[src/rtl/oneshot_multi.sv]
// oneshot_multi: NUM_CH independent one-shot pulse generators.
// Each channel turns a qualifying edge on its trigger into a pulse PULSE_LEN cycles wide.
// Edge modes are none, rise, fall or both. Each channel has its own enable,
// optional retrigger and a sticky missed-event flag.
// Optional macro ONESHOT_MULTI_SYNC_EN places a 2-flop synchroniser in front of
// edge detection on every trigger input. Trigger-to-pulse latency then becomes 3 cycles.
module oneshot_multi #(
  parameter int NUM_CH    = 4,
  parameter int PULSE_LEN = 1,
  parameter int RETRIG    = 0
) (
  input  logic                  clk,
  input  logic                  rst,
  input  logic [NUM_CH-1:0]     en,
  input  logic [2*NUM_CH-1:0]   edge_sel,
  input  logic [NUM_CH-1:0]     trig,
  input  logic                  clr_miss,
  output logic [NUM_CH-1:0]     pulse,
  output logic [NUM_CH-1:0]     miss,
  output logic                  any_pulse
);

  localparam int            CW      = $clog2(PULSE_LEN + 1);
  localparam logic [CW-1:0] LOAD    = CW'(PULSE_LEN - 1);
  localparam logic          S_IDLE  = 1'b0;
  localparam logic          S_PULSE = 1'b1;

  logic [NUM_CH-1:0] w_trig;
  logic [NUM_CH-1:0] r_prev;
  logic [NUM_CH-1:0] w_qual;
  logic [NUM_CH-1:0] r_state;
  logic [NUM_CH-1:0] w_state_nxt;
  logic [CW-1:0]     r_cnt     [NUM_CH];
  logic [CW-1:0]     w_cnt_nxt [NUM_CH];
  logic [NUM_CH-1:0] w_miss_set;
  logic [NUM_CH-1:0] r_miss;

`ifdef ONESHOT_MULTI_SYNC_EN
  logic [NUM_CH-1:0] r_sync1;
  logic [NUM_CH-1:0] r_sync2;

  // Two-flop synchroniser on every trigger input before edge detection.
  always_ff @(posedge clk or posedge rst) begin
    if (rst) begin
      r_sync1 <= '0;
      r_sync2 <= '0;
    end else begin
      r_sync1 <= trig;
      r_sync2 <= r_sync1;
    end
  end

  assign w_trig = r_sync2;
`else
  assign w_trig = trig;
`endif

  // Trigger history. It updates every cycle regardless of enable or state.
  // A reset value of 0 makes trig high on the first clock after reset count as a rise.
  always_ff @(posedge clk or posedge rst) begin
    if (rst) r_prev <= '0;
    else     r_prev <= w_trig;
  end

  // Qualify each channel's edge against its mode bits: bit 0 = rise, bit 1 = fall.
  always_comb begin
    w_qual = '0;
    for (int i = 0; i < NUM_CH; i++) begin
      w_qual[i] = (edge_sel[2*i]   & w_trig[i] & ~r_prev[i]) |
                  (edge_sel[2*i+1] & ~w_trig[i] & r_prev[i]);
    end
  end

  // Per-channel FSM state and counter register.
  always_ff @(posedge clk or posedge rst) begin
    if (rst) begin
      r_state <= {NUM_CH{S_IDLE}};
      for (int i = 0; i < NUM_CH; i++) r_cnt[i] <= '0;
    end else begin
      r_state <= w_state_nxt;
      for (int i = 0; i < NUM_CH; i++) r_cnt[i] <= w_cnt_nxt[i];
    end
  end

  // Next-state logic. Priority inside PULSE is: enable drop, then retrigger or miss, then countdown.
  always_comb begin
    w_state_nxt = r_state;
    w_miss_set  = '0;
    for (int i = 0; i < NUM_CH; i++) begin
      w_cnt_nxt[i] = r_cnt[i];
      if (r_state[i] == S_IDLE) begin
        if (en[i] && w_qual[i]) begin
          w_state_nxt[i] = S_PULSE;
          w_cnt_nxt[i]   = LOAD;
        end
      end else begin
        if (!en[i]) begin
          w_state_nxt[i] = S_IDLE;
          w_cnt_nxt[i]   = '0;
        end else if (w_qual[i] && (RETRIG != 0)) begin
          w_cnt_nxt[i]   = LOAD;
        end else begin
          // A dropped edge is still recorded on the terminal-count cycle, and no new pulse follows.
          if (w_qual[i]) w_miss_set[i] = 1'b1;
          if (r_cnt[i] == '0) w_state_nxt[i] = S_IDLE;
          else                w_cnt_nxt[i]   = r_cnt[i] - CW'(1);
        end
      end
    end
  end

  // Sticky miss flags. A set in the same cycle wins over clr_miss.
  always_ff @(posedge clk or posedge rst) begin
    if (rst) r_miss <= '0;
    else     r_miss <= w_miss_set | (r_miss & ~{NUM_CH{clr_miss}});
  end

  // Outputs decode straight from registers, so an asynchronous reset drops the pulse at once.
  always_comb begin
    pulse     = r_state;
    miss      = r_miss;
    any_pulse = |r_state;
  end

endmodule

[config.mk]
export PLATFORM = sky130hd
export DESIGN_NAME = oneshot_multi
export DESIGN_NICKNAME = d
export VERILOG_FILES = /design/src/rtl/oneshot_multi.sv
export SDC_FILE = /design/constraint.sdc
export NUM_CORES = 1
export LEC_CHECK = 0
export CAP_MARGIN = 15
export CORE_MARGIN = 8
export CORE_UTILIZATION = 34
export DETAILED_ROUTE_END_ITERATION = 7
export HOLD_SLACK_MARGIN = 0.03
export PLACE_DENSITY = 0.75
export SYNTH_ARGS = -nofsm -noshare
export SYNTH_HDL_FRONTEND = slang
export SYNTH_SLANG_ARGS = --single-unit
export TNS_END_PERCENT = 100
[constraint.sdc]
create_clock -name clk -period 1.6 [get_ports clk]
set_input_delay 0.4 -clock clk [delete_from_list [all_inputs] [get_ports clk]]
set_output_delay 0.4 -clock clk [all_outputs]
set_load 0.02 [all_outputs]
==> out/metrics.cfg <==
[route]
first_pass_iters=2
avgViaCountPerCell=4.87
drc=0
wl_per_cell_microns=14.2
via_count=409
drt_iter0_drc=5
wirelength_mm=1.20
ant_nets=0

[clock_tree]
cts_hold_buf=0
insertion_delay_ps=260
cts_tree=yes
cts_max_level=1
cts_root_buffer=clkbuf_4
numCtsBuffers=3
clk_path_buf_depth=2
cts_sinks=12
clk_pin_slew_ps=70
post_cts_buffers=0

[global_routing]
antenna_found_initial=0
grt_util_all_layers_pct=8.82
grt_pass1_wl_mm=1.79
grt_max_degree=13
grt_pass1_vias=436
overflow=0

[worst_setup_path]
start_kind=flop
crit_path_max_fanout=2
cp.arrival_ps=1320
endpoint_kind=output port
critPathRequiredTime_ps=1200
path_class=flop to output port

[synth]
netlist_instances=35
synth_edf_count=0
synth_area_sq_um=457
yosysTopAreaCellShare_pct=65.8
synth.area.top_cells=dfrtp_1 (66%), a32o_1 (8.8%), nand3b_1 (6.6%), and3b_1 (5.8%), o21ai_0 (4.4%)
synth_fp_nets=54
synth.ff_latch_count=12
synth_async_sr_flop_share_pct=100
synthTopCellsByCount=dfrtp_1 (12), a32o_1 (4), nand2_1 (4), nand3b_1 (4), o21ai_0 (4)
synthFlopType=dfrtp_1
ys_seq_area_share_pct=65.8
synth_most_common_cell=dfrtp_1
synth_cell_types=9
syn_area_per_cell_sq_um=13.0
synth_top_area_cell=dfrtp_1
ys_warn_count=0

[sta]
whs_ps=431
slew_headroom_pct=71.3
fin_crit_sh_pct=108
fin_crit_ps=1720
clock_skew_ps=0.375
final_hold_viol_count=0
setup_viol_count_final=1
rsz0062_at_grt=yes
finalMaxSlewViolations=0
worst_pin_slew_ps=430
setup_ws_ps=-122
fmax_ghz=0.581

[finish]
synthToLayoutAreaGrowth_pct=73.7
drive_gt1_share_pct=14.5
diodes=0
fin_nets=90

[power]
power_mw=0.610
leakage_nw=0.400
power_density_mw_per_mm2=769
peakVddDrop_mv=0.406

[placement]
gp_congestion=0.702
numPortBuffers=27

[die]
die_x_microns=52.7
io_pins=28
core_sq_mm=0.00128
die-area_sq_mm=0.00277
row_count=13
initial_utilization_pct=35.5
die_h_microns=52.7

[worst_hold_path]
hold_path.class=primary input to asynchronous set/reset pin

[status]
violations=setup timing
status=finished, violations left

[job]
maxCapViolCount=0

logic make-up (layout without fill, tap and decap cells):
| logic type | Yosys count | in the layout | share of synthesized area [%] |
|---|---|---|---|
| buffers and inverters | 2 | 36 | 1.64 |
| flip-flops | 12 | 12 | 65.8 |
| AO/OA/AOI/OAI | 8 | 8 | 13.2 |
| AND/OR/NAND/NOR | 13 | 13 | 19.5 |
per-layer routing:
| metal | wire [microns] | share of wire (%) | vias up | track usage (%) |
|---|---|---|---|---|
| li1 | - | - | 200 | - |
| met1 | 508 | 43 | 191 | 9.03 |
| met2 | 547 | 46 | 16 | 12.8 |
| met3 | 129 | 11 | 2 | 4.26 |
| met4 | 9 | 0.75 | 0 | 8.19 |
| met5 | 0 | 0 | - | 0 |
power breakdown:
| group | internal, mW | total [mW] | switching (mW) |
|---|---|---|---|
| Clock | 0.0868 | 0.172 | 0.0852 |
| Sequential | 0.315 | 0.321 | 0.00555 |
| Combinational | 0.0713 | 0.117 | 0.0461 |
layout make-up:
| cell class | count | area (sq um) |
|---|---|---|
| repair buffers | 31 | 292 |
| inverters | 2 | 7.51 |
| fillers | 109 | 492 |
| flip-flops and latches | 12 | 300 |
| well taps | 15 | 18.8 |
| multi-input cells | 21 | 153 |
| clock buffers | 3 | 22.5 |
final timing paths:
kind / from / endpoint / slack (ps) / depth (start not counted)
worst min register to register: miss[1]$_DFF_PP0_ / miss[1]$_DFF_PP0_ / 490 / 1
worst max-delay path: pulse[0]$_DFF_PP0_ / any_pulse / -120 / 2
worst max register to register: r_prev[1]$_DFF_PP0_ / miss[1]$_DFF_PP0_ / 630 / 3
worst min-delay path: rst / pulse[1]$_DFF_PP0_ / 430 / 2
min in group clk: miss[1]$_DFF_PP0_ / miss[1]$_DFF_PP0_ / 490 / 1
max in group asynchronous: rst / pulse[0]$_DFF_PP0_ / 870 / 2
per-stage QoR:
stage	setup slack, ps	std cells	utilization, %	setup TNS (ps)	area [sq um]
after CTS	-120	84	61.0	-120	783
after global placement	-211	81	60.4	-211	776
after floorplan	96.5	35	-	0	457
after detailed placement	-218	81	60.4	-218	776
after global routing	-160	84	61.7	-160	793
final	-122	84	61.7	-122	793
worst max-delay path: stages (launching register included):
cell and delay (ps):
dfrtp_1 380, or4_4 540, buf_6 150
registers in the layout (all words and copies together) (netlist names):
register and flops:
miss 4, r_prev 4, pulse 4
layout by cell type, fill, tap and decap left out, drive strengths merged:
master         instances
clkbuf                 3
and3b                  4
buf                    5
nand3b                 4
clkdlybuf4s50         18
o21ai                  4
nand2                  4
dlygate4sd2            8
or4                    1
dfrtp                 12
inv                    2
a32o                   4
what timing repair did:
item                       in CTS  in global routing
gates resized for setup        12                  3
pin swaps                       0                  1
setup endpoints to repair       9                  1
No activity file was read; power rests on OpenSTA's default activity.
